$ cat src/rtl/rotary_led_pkg.sv
// Shared constants for the rotary encoder LED ring driver.
// Quadrature decoder states and display mode encodings.
package rotary_led_pkg;

    localparam logic [2:0] ST_REST   = 3'd0;
    localparam logic [2:0] ST_CW1    = 3'd1;
    localparam logic [2:0] ST_CW2    = 3'd2;
    localparam logic [2:0] ST_CW3    = 3'd3;
    localparam logic [2:0] ST_CCW1   = 3'd4;
    localparam logic [2:0] ST_CCW2   = 3'd5;
    localparam logic [2:0] ST_CCW3   = 3'd6;
    localparam logic [2:0] ST_RESYNC = 3'd7;

    localparam logic [1:0] MODE_DOT = 2'd0;
    localparam logic [1:0] MODE_BAR = 2'd1;
    localparam logic [1:0] MODE_OFF = 2'd2;
    localparam logic [1:0] MODE_ON  = 2'd3;

endpackage

$ cat src/rtl/rotary_debounce.sv
// Two-flop synchroniser followed by a stable-count filter.
// The output flips after DEBOUNCE consecutive disagreeing cycles.
module rotary_debounce
    import rotary_led_pkg::*;
#(
    parameter int DEBOUNCE = 4
) (
    input  logic clk,
    input  logic rst,
    input  logic raw_i,
    output logic filt_o
);

    localparam int CNT_W = (DEBOUNCE > 1) ? $clog2(DEBOUNCE) : 1;

    logic             sync1_q;
    logic             sync2_q;
    logic             filt_q;
    logic             filt_d;
    logic [CNT_W-1:0] cnt_q;
    logic [CNT_W-1:0] cnt_d;

    // Count disagreeing cycles; any agreeing cycle clears the count.
    always_comb begin
        filt_d = filt_q;
        cnt_d  = '0;
        if (sync2_q != filt_q) begin
            if (cnt_q == CNT_W'(DEBOUNCE - 1)) begin
                filt_d = sync2_q;
            end else begin
                cnt_d = cnt_q + 1'b1;
            end
        end
    end

    // Synchroniser chain and filter state.
    always_ff @(posedge clk) begin
        if (rst) begin
            sync1_q <= 1'b0;
            sync2_q <= 1'b0;
            filt_q  <= 1'b0;
            cnt_q   <= '0;
        end else begin
            sync1_q <= raw_i;
            sync2_q <= sync1_q;
            filt_q  <= filt_d;
            cnt_q   <= cnt_d;
        end
    end

    assign filt_o = filt_q;

endmodule

$ cat src/rtl/rotary_led_ring.sv
// Rotary encoder LED ring: debounce, quadrature decode,
// position counter and registered LED pattern.
module rotary_led_ring
    import rotary_led_pkg::*;
#(
    parameter int WIDTH    = 8,
    parameter int DEBOUNCE = 4,
    parameter int WRAP     = 1
) (
    input  logic                     clk,
    input  logic                     rst,
    input  logic                     ROT_A,
    input  logic                     ROT_B,
    input  logic                     ROT_CENTER,
    input  logic [1:0]               Mode,
    input  logic                     Switch,
    output logic [WIDTH-1:0]         LEDOut,
    output logic [$clog2(WIDTH)-1:0] Position,
    output logic                     StepCW,
    output logic                     StepCCW
);

    localparam int PW = $clog2(WIDTH);

    logic             a_f;
    logic             b_f;
    logic             c_f;
    logic [1:0]       ab_q;
    logic [2:0]       st_q;
    logic [2:0]       st_d;
    logic             cw_d;
    logic             ccw_d;
    logic             cw_q;
    logic             ccw_q;
    logic [PW-1:0]    pos_q;
    logic [PW-1:0]    pos_d;
    logic [WIDTH-1:0] dot;
    logic [WIDTH-1:0] bar;
    logic [WIDTH-1:0] pat;
    logic [WIDTH-1:0] led_q;
    logic [WIDTH-1:0] led_d;

    rotary_debounce #(.DEBOUNCE(DEBOUNCE)) u_deb_a (
        .clk(clk), .rst(rst), .raw_i(ROT_A), .filt_o(a_f)
    );
    rotary_debounce #(.DEBOUNCE(DEBOUNCE)) u_deb_b (
        .clk(clk), .rst(rst), .raw_i(ROT_B), .filt_o(b_f)
    );
    rotary_debounce #(.DEBOUNCE(DEBOUNCE)) u_deb_c (
        .clk(clk), .rst(rst), .raw_i(ROT_CENTER), .filt_o(c_f)
    );

    // Quadrature decode; a step fires only on return to 00 from phase 3.
    always_comb begin
        st_d  = st_q;
        cw_d  = 1'b0;
        ccw_d = 1'b0;
        unique case (st_q)
            ST_REST: case (ab_q)
                2'b10:   st_d = ST_CW1;
                2'b01:   st_d = ST_CCW1;
                2'b11:   st_d = ST_RESYNC;
                default: ;
            endcase
            ST_CW1: case (ab_q)
                2'b11:   st_d = ST_CW2;
                2'b00:   st_d = ST_REST;
                2'b01:   st_d = ST_RESYNC;
                default: ;
            endcase
            ST_CW2: case (ab_q)
                2'b01:   st_d = ST_CW3;
                2'b10:   st_d = ST_CW1;
                2'b00:   st_d = ST_RESYNC;
                default: ;
            endcase
            ST_CW3: case (ab_q)
                2'b00: begin
                    st_d = ST_REST;
                    cw_d = 1'b1;
                end
                2'b11:   st_d = ST_CW2;
                2'b10:   st_d = ST_RESYNC;
                default: ;
            endcase
            ST_CCW1: case (ab_q)
                2'b11:   st_d = ST_CCW2;
                2'b00:   st_d = ST_REST;
                2'b10:   st_d = ST_RESYNC;
                default: ;
            endcase
            ST_CCW2: case (ab_q)
                2'b10:   st_d = ST_CCW3;
                2'b01:   st_d = ST_CCW1;
                2'b00:   st_d = ST_RESYNC;
                default: ;
            endcase
            ST_CCW3: case (ab_q)
                2'b00: begin
                    st_d  = ST_REST;
                    ccw_d = 1'b1;
                end
                2'b11:   st_d = ST_CCW2;
                2'b01:   st_d = ST_RESYNC;
                default: ;
            endcase
            default: begin
                if (ab_q == 2'b00) st_d = ST_REST;
            end
        endcase
    end

    // Next position: button clears, otherwise step with wrap or saturate.
    always_comb begin
        pos_d = pos_q;
        if (c_f) begin
            pos_d = '0;
        end else if (cw_d) begin
            if (pos_q == PW'(WIDTH - 1)) begin
                pos_d = (WRAP != 0) ? '0 : pos_q;
            end else begin
                pos_d = pos_q + 1'b1;
            end
        end else if (ccw_d) begin
            if (pos_q == '0) begin
                pos_d = (WRAP != 0) ? PW'(WIDTH - 1) : pos_q;
            end else begin
                pos_d = pos_q - 1'b1;
            end
        end
    end

    // LED pattern from the registered position, then optional inversion.
    always_comb begin
        dot = '0;
        bar = '0;
        for (int i = 0; i < WIDTH; i++) begin
            dot[i] = (PW'(i) == pos_q);
            bar[i] = (PW'(i) <= pos_q);
        end
        unique case (Mode)
            MODE_DOT: pat = dot;
            MODE_BAR: pat = bar;
            MODE_OFF: pat = '0;
            default:  pat = '1;
        endcase
        led_d = pat ^ {WIDTH{Switch}};
    end

    // Decoder input stage, FSM, step pulses, position and LED registers.
    always_ff @(posedge clk) begin
        if (rst) begin
            ab_q  <= 2'b00;
            st_q  <= ST_REST;
            cw_q  <= 1'b0;
            ccw_q <= 1'b0;
            pos_q <= '0;
            led_q <= '0;
        end else begin
            ab_q  <= {a_f, b_f};
            st_q  <= st_d;
            cw_q  <= cw_d;
            ccw_q <= ccw_d;
            pos_q <= pos_d;
            led_q <= led_d;
        end
    end

    assign LEDOut   = led_q;
    assign Position = pos_q;
    assign StepCW   = cw_q;
    assign StepCCW  = ccw_q;

endmodule

$ cat config.mk
export PLATFORM = sky130hd
export DESIGN_NAME = rotary_led_ring
export DESIGN_NICKNAME = d
export VERILOG_FILES = /design/src/rtl/rotary_led_pkg.sv /design/src/rtl/rotary_debounce.sv /design/src/rtl/rotary_led_ring.sv
export SDC_FILE = /design/constraint.sdc
export NUM_CORES = 1
export LEC_CHECK = 0
export ABC_AREA = 1
export CAP_MARGIN = 5
export CORE_AREA = 2 2 70 72
export CTS_CLUSTER_DIAMETER = 100
export DETAILED_ROUTE_END_ITERATION = 6
export DIE_AREA = 0 0 72 74
export HOLD_SLACK_MARGIN = 0.12
export SYNTH_ARGS = -nofsm -noshare
export SYNTH_HDL_FRONTEND = slang
export SYNTH_SLANG_ARGS = --single-unit
$ cat constraint.sdc
create_clock -name clk -period 3.9 [get_ports clk]
set_input_delay 0.585 -clock clk [delete_from_list [all_inputs] [get_ports clk]]
set_output_delay 0.585 -clock clk [all_outputs]
set_load 0.05 [all_outputs]
* Word level (Yosys, flattened, before mapping)
Cells that the tools add are included.
** Cells by class
- Equal/unequal tests :: 32
- Magnitude comparators :: 8
- Add/subtract/negate cells :: 5
- Reduce and logical (&&, ||, !) cells :: 14
- Multiplexer cells :: 17
- Bitwise gates (word level) :: 4
** Operators by type and width (number)
- 3-bit case mux with 3 select lines :: 7
- 4-bit by 2-bit != test with 1-bit output, second input constant :: 6
- 8-bit case mux with 3 select lines :: 1
- 3-bit case mux with 7 select lines :: 1
- 3-bit two-way mux :: 5
- 2-bit equality test, second input constant :: 6
- 3-bit equality test, first input constant :: 4
- 3-bit equality test, second input constant :: 4
- 3-bit <= comparator, first input constant :: 4
- 3-bit OR reduction :: 3
- 8-bit AND reduction :: 1
- 8-bit nonzero test :: 1
- 8-bit XOR :: 1
- 2-bit by 1-bit adder with 2-bit output, second input constant :: 3
- 2-bit by 3-bit equality test with 1-bit output, first input constant :: 2
- 3-bit by 2-bit equality test with 1-bit output, second input constant :: 2
- 1-bit by 3-bit <= comparator with 1-bit output, first input constant :: 2
- 2-bit by 3-bit <= comparator with 1-bit output, first input constant :: 2
- 3-bit logical NOT :: 2
- 2-bit AND reduction :: 3
- 2-bit by 1-bit equality test with 1-bit output, second input constant :: 2
- 2-bit logical NOT :: 2
- 4-bit by 1-bit != test with 1-bit output, second input constant :: 1
- 3-bit by 1-bit adder with 3-bit output, second input constant :: 1
- other kinds (8) :: 14
** Storage, ports and cells
- Word-level logic and storage cells :: 98
- Register bits after elaboration :: 33
- Bits of input ports :: 8

* Logic depth before layout (Yosys ltp)
Gate-level depths: netlist of run 1.
- Word-level depth :: 5
- Gate-level depth with buffers :: 12

* Hierarchy
A second synthesis of run 1 with hierarchy kept.
** Unflattened totals
- Cells, all modules :: 275
- Area, all modules :: 1908.1 um^2
** By module, submodules not included
- rotary_led_ring :: sequential area each 360.3 um^2, instances 1, area each 1348.8 um^2, cells each 206
- rotary_debounce :: sequential area each 100.1 um^2, instances 3, area each 186.4 um^2, cells each 23

* Worst setup path after synthesis of run 1
Ideal clock, no wire load.
- Path type :: reg-to-reg
- Start point :: reg pos_q[0] (netlist: Position[0])
- End point :: reg pos_q[2] (netlist: Position[2])
- Period minus slack after synthesis :: 1644 ps
- Buffers on the path :: 0
- Library setup time :: 123 ps
- Data required time :: 3777 ps
- Cell stages (with the launch flop) :: 7
- Setup slack :: 2256 ps
- Arrival :: 1522 ps
- Path through :: dfxtp_1 > inv_1 > ha_1 > o21ai_0 > nand2_1 > o211ai_1 > a21boi_1
** Between the ends
- Longest elaborated chain between the ends :: 4
** RTL lines
- start: declaration :: RTL line rotary_led_ring.sv:35 : logic [PW-1:0] pos_q;
- start signal: assignment :: RTL line rotary_led_ring.sv:164 : pos_q <= pos_d;
- 3-bit by 1-bit subtractor with 3-bit output or 3-bit logical NOT (tied branches) :: RTL line rotary_led_ring.sv:128, rotary_led_ring.sv:125
- 3-bit two-way mux :: RTL line rotary_led_ring.sv:125 : if (pos_q == '0) begin
- 3-bit two-way mux :: RTL line rotary_led_ring.sv:124 : end else if (ccw_d) begin
- 3-bit two-way mux * :: RTL line rotary_led_ring.sv:118 : end else if (cw_d) begin
Every way passes the cells marked *; elsewhere a longest branch is shown, timed or not. The select of a mux whose other input is x is not followed.
A chain may end at the register's enable or synchronous reset.

* Worst setup path after layout of run 1
- Start point :: reg pos_q[2] (netlist: Position[2])
- End point :: out Position[2]
** RTL lines
- end: declaration :: RTL line rotary_led_ring.sv:18 : output logic [$clog2(WIDTH)-1:0] Position,
No word-level cell between the ends.

==> impl_results.rst, run 1 <==
.. list-table::
   :header-rows: 1

   * - Metric
     - Value
   * - Largest net degree at the start of global routing
     - 18
   * - Slew headroom
     - 65.5%
   * - Sinks on Clock Net
     - 33
   * - Crit path launch type
     - flip-flop
   * - Initial core utilization
     - 39.0%
   * - I/O pin cnt
     - 21
   * - Number of different library cells in the post-synthesis netlist
     - 24
   * - Sw Ratio
     - 41.0%
   * - Cells along the critical path
     - clkdlybuf4s50_1
   * - Worst setup timing slack at the placement stage
     - 1.85 ns
   * - CP peak stage delay
     - 0.87 ns
   * - Clk pwr share
     - a little under a quarter
   * - Gate count after technology mapping
     - roughly 250
   * - Area fraction of the dominant cell type after synthesis
     - 36.8%
   * - Fraction of layout instances using a drive strength above 1
     - 7.97%
   * - Vias in the first global route
     - between 1000 and 1500
   * - Critical path's top delay family
     - buffers and inverters
   * - Pleak
     - 0.970 nW
   * - Number of maximum-capacitance constraint violations
     - 0
   * - Wire length of the first global-routing pass
     - between 6000 and 7000 um
   * - Number of buffers created by CTS
     - 5
   * - Max VDD drop
     - 0.258 mV
   * - Final-layout setup total negative slack
     - 0 ns
   * - Number of antenna cells inserted
     - 0
   * - Routed wire length
     - 3590 um
   * - Maximum fanout count along the critical path
     - 9
   * - Asr flop ratio synth
     - 0%
   * - Maximum clock frequency
     - 0.445 GHz
   * - Path type of the worst min-delay path
     - flip-flop to flip-flop
   * - PwrDens
     - 499 nW/um2
   * - Number of buffers added on ports
     - 20
   * - Slowest-stage cell, CP
     - clkdlybuf4s50_1
   * - Tightest hold margin
     - 0.401 ns
   * - Placement row count
     - 25
   * - Share of synthesized area occupied by flip-flops and latches
     - 36.8%
   * - Clock-pin slew on the worst setup and hold paths
     - 0.06 ns
   * - Critical path data arrival time
     - 1.66 ns
   * - Result of the run
     - finished clean
   * - Placed wire-length estimate
     - about 2700 um
   * - Die Y-Extent
     - 74 um
   * - Post-CTS setup buffer count
     - 0
   * - Synth Warn #
     - 0
   * - Cell at the root of the clock tree
     - clkbuf_8
   * - Number of enable flip-flop cells after synthesis
     - 0
   * - DR WL/cell
     - ~11 um
   * - Overall overflow remaining after global route
     - 0
   * - Largest area contributor in the synthesized netlist
     - dfxtp_1
   * - Total global routing track utilization
     - between 10% and 20%
   * - Number of nets produced by synthesis
     - 277
   * - Count of buffering cells on the critical path with inverters included
     - 1
   * - Worst-margin pin slew
     - 0.517 ns
   * - Kind of critical path
     - flip-flop to primary output
   * - Most common cell after layout, fill and taps aside
     - nor2_1
   * - Fraction of power consumed by sequential logic
     - 41.6%
   * - Total number of vias
     - approximately 1600
   * - Number of synthesized register bits
     - 33
   * - Resized cells post-CTS
     - 0
   * - Crit path capture type
     - primary output
   * - Net count reported at finish
     - 299
   * - Number of H-tree levels
     - 2
   * - Sw power
     - 433 uW
   * - Final setup violation count
     - 0
   * - Storage cell area
     - between 600 and 700 um2
   * - Area added between synthesis and finish
     - 18.0%
   * - Total internal power
     - 624 uW
   * - Cts hold-fix bufs
     - 0
   * - Tmin final
     - 2.25 ns
   * - Setup repair after global routing missed its margin
     - false
   * - Top cells by area, synth
     - dfxtp_1, ha_1, nor2_1, inv_1, nand2_1
   * - DR pass1 iterations
     - 4
   * - Data required, critical path
     - 3.31 ns
   * - Final worst-path setup slack
     - around 1.7 ns
   * - Final worst path period share
     - 57.6%
   * - Area enclosed by the die boundary
     - approximately 5300 um2
   * - Clock Skew
     - 0.00205 ns
   * - Final routed DRC violation total
     - 0
   * - Die Span X
     - approximately 72 um
   * - Filler Cell Count
     - around 460
   * - Combined area of the multi-input logic cells
     - 948 um2
   * - Core footprint
     - 4600 um2
   * - Commonest cells after routing, fill and taps aside
     - nor2_1, inv_1, dfxtp_1
   * - Detailed-route vias per instance
     - 4.90
   * - Initial antenna violation count
     - 0
   * - Post-detailed-route count of antenna-violating nets
     - 0
   * - Iter 0 DRT Violations
     - around 110
   * - Max Root-Sink Buffers
     - 2
   * - Insertion delay to the later sink of the worst-skew pair
     - 0.28 ns
   * - Final weighted congestion in routability-driven placement
     - 0.897
   * - Fraction of power consumed by combinational cells
     - 35.7%
   * - Max Slew Vio Count
     - 0
   * - Average cell area after synthesis
     - slightly above 7 um2
   * - Netlist area before placement
     - 1790 um2
   * - Predominant post-synthesis flop cell
     - dfxtp_1
   * - Hold Vio Cnt, Final
     - 0
   * - CTS tree
     - done
## final cells by class
cell class              count  area share [%]
multi-input cells         173            44.8
flip-flops and latches     33            31.2
repair buffers             20            9.46
inverters                  42            7.45
clock buffers               6            3.43
well taps                  54            3.19
clock inverters             2           0.473
## cell usage after synthesis, drive strengths merged, types with 3 or more instances
library cell  number
nor2              43
ha                16
o211ai             5
clkbuf             3
nand4              7
dfxtp             33
inv               42
o21ai             19
nand3             21
a21oi             20
nand2             34
## state kept, by name (all words and copies together) (netlist names), 2 cells and up
register / count
Position: 3
LEDOut: 8
u_deb_a.cnt_q: 2
ab_q: 2
st_q: 3
u_deb_b.cnt_q: 2
u_deb_c.cnt_q: 2
## metal layers
| layer | vias to the layer above | global-route usage, % | part of all wire, % |
|---|---|---|---|
| met1 | 696 | 20.2 | 50 |
| met5 | - | 0 | 0 |
| li1 | 868 | - | - |
| met3 | 8 | 4.20 | 5.1 |
| met2 | 46 | 22.3 | 43 |
| met4 | 0 | 6.29 | 2.1 |
## logic make-up (layout without fill, tap and decap cells)
| group | after synthesis | after routing | share of synthesized area [%] |
|---|---|---|---|
| buffers and inverters | 47 | 70 | 10.3 |
| flip-flops | 33 | 33 | 36.8 |
| adder cells (fa/ha/maj) | 16 | 16 | 11.2 |
| AND/OR/NAND/NOR | 109 | 109 | 27.2 |
| AO/OA/AOI/OAI | 48 | 48 | 14.5 |
## power groups by stage
stage,logic (mW),clock network (mW),registers [mW]
after detailed placement,0.377,0,0.445
final,0.378,0.240,0.440
after global routing,0.421,0.265,0.446
after CTS,0.379,0.251,0.438
after global placement,0.380,0,0.447
after floorplan,0.246,0,0.481
## per-stage QoR
step           total power, mW  area (um2)  cells  util [%]
2_1_floorplan            0.726        1790    253         -
3_3_place_gp             0.827        2030    322      44.2
3_5_place_dp             0.823        2030    322      44.2
4_1_cts                   1.07        2120    330      46.0
5_1_grt                   1.13        2120    330      46.0
6_report                  1.06        2120    330      46.0
## path summary, 6_finish.rpt
kind / depth (start not counted) / startpoint / slack [ns] / endpoint
setup / recovery: 1 / Position[2]$_SDFFE_PP0P_ / 1.65 / Position[2]
hold / removal: 2 / u_deb_a.sync1_q$_SDFF_PP0_ / 0.40 / u_deb_a.sync2_q$_SDFF_PP0_
setup reg to reg: 10 / ab_q[0]$_SDFF_PP0_ / 2.25 / st_q[0]$_SDFFE_PP0P_
hold reg to reg: 2 / u_deb_a.sync1_q$_SDFF_PP0_ / 0.40 / u_deb_a.sync2_q$_SDFF_PP0_
(Power assumes the default switching activity.)
==> run 2, diff against run 1 <==
==> constraint.sdc (replaced) <==
create_clock -name clk -period 1.9 [get_ports clk]
set_input_delay 0.285 -clock clk [delete_from_list [all_inputs] [get_ports clk]]
set_output_delay 0.285 -clock clk [all_outputs]
set_load 0.05 [all_outputs]
==> impl_results.rst, run 2 (synthesized netlist as in run 1, its figures left out) <==
.. list-table::
   :header-rows: 1

   * - Metric
     - Value
   * - Worst-margin pin slew
     - 0.503 ns (was 0.517 ns)
   * - Overall overflow remaining after global route
     - 0 (unchanged)
   * - Total number of vias
     - 1615 (was 1618)
   * - Placement row count
     - 25 (unchanged)
   * - Net count reported at finish
     - 305 (was 299)
   * - Cells along the critical path
     - clkdlybuf4s50_1 (unchanged)
   * - Die Span X
     - 72 um (unchanged)
   * - Number of H-tree levels
     - 2 (unchanged)
   * - Result of the run
     - finished clean (unchanged)
   * - Commonest cells after routing, fill and taps aside
     - nor2_1, inv_1, dfxtp_1 (unchanged)
   * - Initial antenna violation count
     - 0 (unchanged)
   * - Iter 0 DRT Violations
     - 58 (was 106)
   * - Number of maximum-capacitance constraint violations
     - 0 (unchanged)
   * - Cell count after placement
     - 328 (was 322)
   * - Count of buffering cells on the critical path with inverters included
     - 1 (unchanged)
   * - Most common cell after layout, fill and taps aside
     - nor2_1 (unchanged)
   * - Cell at the root of the clock tree
     - clkbuf_8 (unchanged)
   * - Core footprint
     - 4600 um2 (unchanged)
   * - Cts hold-fix bufs
     - 0 (unchanged)
   * - Cell Area, Placed
     - 2070 um2 (was 2030 um2)
   * - Fraction of layout instances using a drive strength above 1
     - 11.3% (was 7.97%)
   * - Maximum fanout count along the critical path
     - 1 (was 9)
   * - I/O pin cnt
     - 21 (unchanged)
   * - Die Y-Extent
     - 74 um (unchanged)
   * - CP peak stage delay
     - 0.80 ns (was 0.87 ns)
   * - Sum of met3 wire segment lengths after detailed routing
     - 140 um (was 183 um)
   * - Total non-filler cell area in the finished layout
     - 2210 um2 (was 2120 um2)
   * - DR pass1 iterations
     - 6 (was 4)
   * - Max Slew Vio Count
     - 0 (unchanged)
   * - Area enclosed by the die boundary
     - 5330 um2 (unchanged)
   * - Initial core utilization
     - 39.0% (unchanged)
   * - Detailed-route vias per instance
     - 4.81 (was 4.90)
   * - DR WL/cell
     - 11.0 um (was 10.9 um)
   * - Max VDD drop
     - 0.575 mV (was 0.258 mV)
   * - Placed wire-length estimate
     - 2800 um (was 2690 um)
   * - PwrDens
     - 1130 nW/um2 (was 499 nW/um2)
   * - Sinks on Clock Net
     - 33 (unchanged)
   * - CTS tree
     - done (unchanged)
   * - Critical path's top delay family
     - buffers and inverters (unchanged)
   * - Maximum clock frequency
     - 0.591 GHz
   * - Number of standard cells in the final layout excluding fillers
     - 336 (was 330)
   * - Pleak
     - 1.03 nW (was 0.970 nW)
   * - Kind of critical path
     - flip-flop to primary output (unchanged)
   * - Hold Vio Cnt, Final
     - 0 (unchanged)
   * - Final-layout setup total negative slack
     - 0 ns (unchanged)
   * - Final weighted congestion in routability-driven placement
     - 0.886 (was 0.897)
   * - Crit path capture type
     - primary output (unchanged)
   * - Path type of the worst min-delay path
     - flip-flop to flip-flop (unchanged)
   * - Filler Cell Count
     - 461 (was 462)
   * - Number of flip-flops under the largest register name
     - 8 (unchanged)
   * - Critical path data arrival time
     - 1.41 ns (was 1.66 ns)
   * - Number of buffers added on ports
     - 20 (unchanged)
   * - Total global routing track utilization
     - 15.4% (was 14.9%)
   * - Routed wl met2
     - 1720 um (was 1530 um)
   * - Setup repair after global routing missed its margin
     - false (unchanged)
   * - Largest net degree at the start of global routing
     - 18 (unchanged)
   * - Clock-pin slew on the worst setup and hold paths
     - 0.07 ns (was 0.06 ns)
   * - Wire length of the first global-routing pass
     - 6470 um (was 6200 um)
   * - Topmost layer with routed signal wires
     - met4 (unchanged)
   * - Number of antenna cells inserted
     - 0 (unchanged)
   * - Routed wire length
     - 3710 um (was 3590 um)
   * - Final routed DRC violation total
     - 0 (unchanged)
   * - Final worst path period share
     - about nine tenths
   * - Resized cells post-CTS
     - 0 (unchanged)
   * - Area added between synthesis and finish
     - 22.9% (was 18.0%)
   * - Crit path launch type
     - flip-flop (unchanged)
   * - Tmin final
     - 1.69 ns
   * - Clock Skew
     - 0.00403 ns (was 0.00205 ns)
   * - Data required, critical path
     - 1.62 ns (was 3.31 ns)
   * - WL met1
     - 1770 um (was 1800 um)
   * - Post-CTS setup buffer count
     - 0 (unchanged)
   * - Insertion delay to the later sink of the worst-skew pair
     - 0.28 ns (about the same)
   * - Slowest-stage cell, CP
     - clkdlybuf4s50_1 (unchanged)
   * - Slew headroom
     - 66.4% (was 65.5%)
   * - Max Root-Sink Buffers
     - 2 (unchanged)
   * - Post-detailed-route count of antenna-violating nets
     - 0 (unchanged)
   * - Vias in the first global route
     - 1504 (was 1394)
   * - Number of buffers created by CTS
     - 5 (unchanged)
   * - Final setup violation count
     - 0 (unchanged)
-- run 2: cell types whose count changed in the layout (fill, tap and decap cells not counted) --
cell             previous run  this run
clkbuf_1                    1         0
clkdlybuf4s50_1            20        17
clkinv_2                    2         1
buf_4                       0         9
bufinv_16                   0         2
-- run 2: stage by stage --
step	hold WS (ns)	worst slack, ns	utilization [%]	total power [mW]
after global routing	0.423	0.105	48.0	2.66
after global placement	0.389	0.257	45.1	1.74
after detailed placement	0.393	0.227	45.1	1.73
final	0.401	0.207	48.0	2.49
after floorplan	0.388	0.256	-	1.49
after CTS	0.403	0.188	48.0	2.52
-- run 2: per-layer routing --
layer	vias up	global-route usage [%]
met2	24	25.6
met1	712	18.8
met5	-	0
met3	7	4.47
li1	872	-
met4	0	6.71
-- run 2: final timing paths --
kind,startpoint,to,slack [ns],cells past startpoint
worst max-delay path,LEDOut[5]$_SDFF_PP0_,LEDOut[5],0.21,1
worst min-delay path,u_deb_b.sync1_q$_SDFF_PP0_,u_deb_b.sync2_q$_SDFF_PP0_,0.40,2
worst max register to register,ab_q[0]$_SDFF_PP0_,st_q[1]$_SDFFE_PP0P_,0.31,12
worst min register to register,u_deb_b.sync1_q$_SDFF_PP0_,u_deb_b.sync2_q$_SDFF_PP0_,0.40,2
-- run 2: report_power, final --
group / internal (mW) / total (mW) / switching [mW]
Sequential: 0.766 / 0.892 / 0.125
Clock: 0.521 / 0.773 / 0.252
Combinational: 0.292 / 0.830 / 0.538
Total: 1.58 / 2.49 / 0.916
-- run 2: area by class of cell --
class	instances	area, um2	share of cell area, %
Multi-Input combinational cell	173	948	43.0
Clock buffer	5	68.8	3.12
Tap cell	54	67.6	3.06
Inverter	42	158	7.15
Clock inverter	3	65.1	2.95
Sequential cell	33	661	29.9
Timing Repair Buffer	26	238	10.8
==> run 3, diff against run 2 <==
--- a/config.mk
+++ b/config.mk
@@ -8,10 +8,12 @@
 export ABC_AREA = 1
 export CAP_MARGIN = 5
 export CORE_AREA = 2 2 70 72
+export CTS_BUF_LIST = sky130_fd_sc_hd__clkbuf_8
 export CTS_CLUSTER_DIAMETER = 100
 export DETAILED_ROUTE_END_ITERATION = 6
 export DIE_AREA = 0 0 72 74
 export HOLD_SLACK_MARGIN = 0.12
+export SETUP_SLACK_MARGIN = 0.02
 export SYNTH_ARGS = -nofsm -noshare
 export SYNTH_HDL_FRONTEND = slang
 export SYNTH_SLANG_ARGS = --single-unit
==> results of run 3 <==
Same layout as run 2: the final DEF is identical, and so are final timing and power.
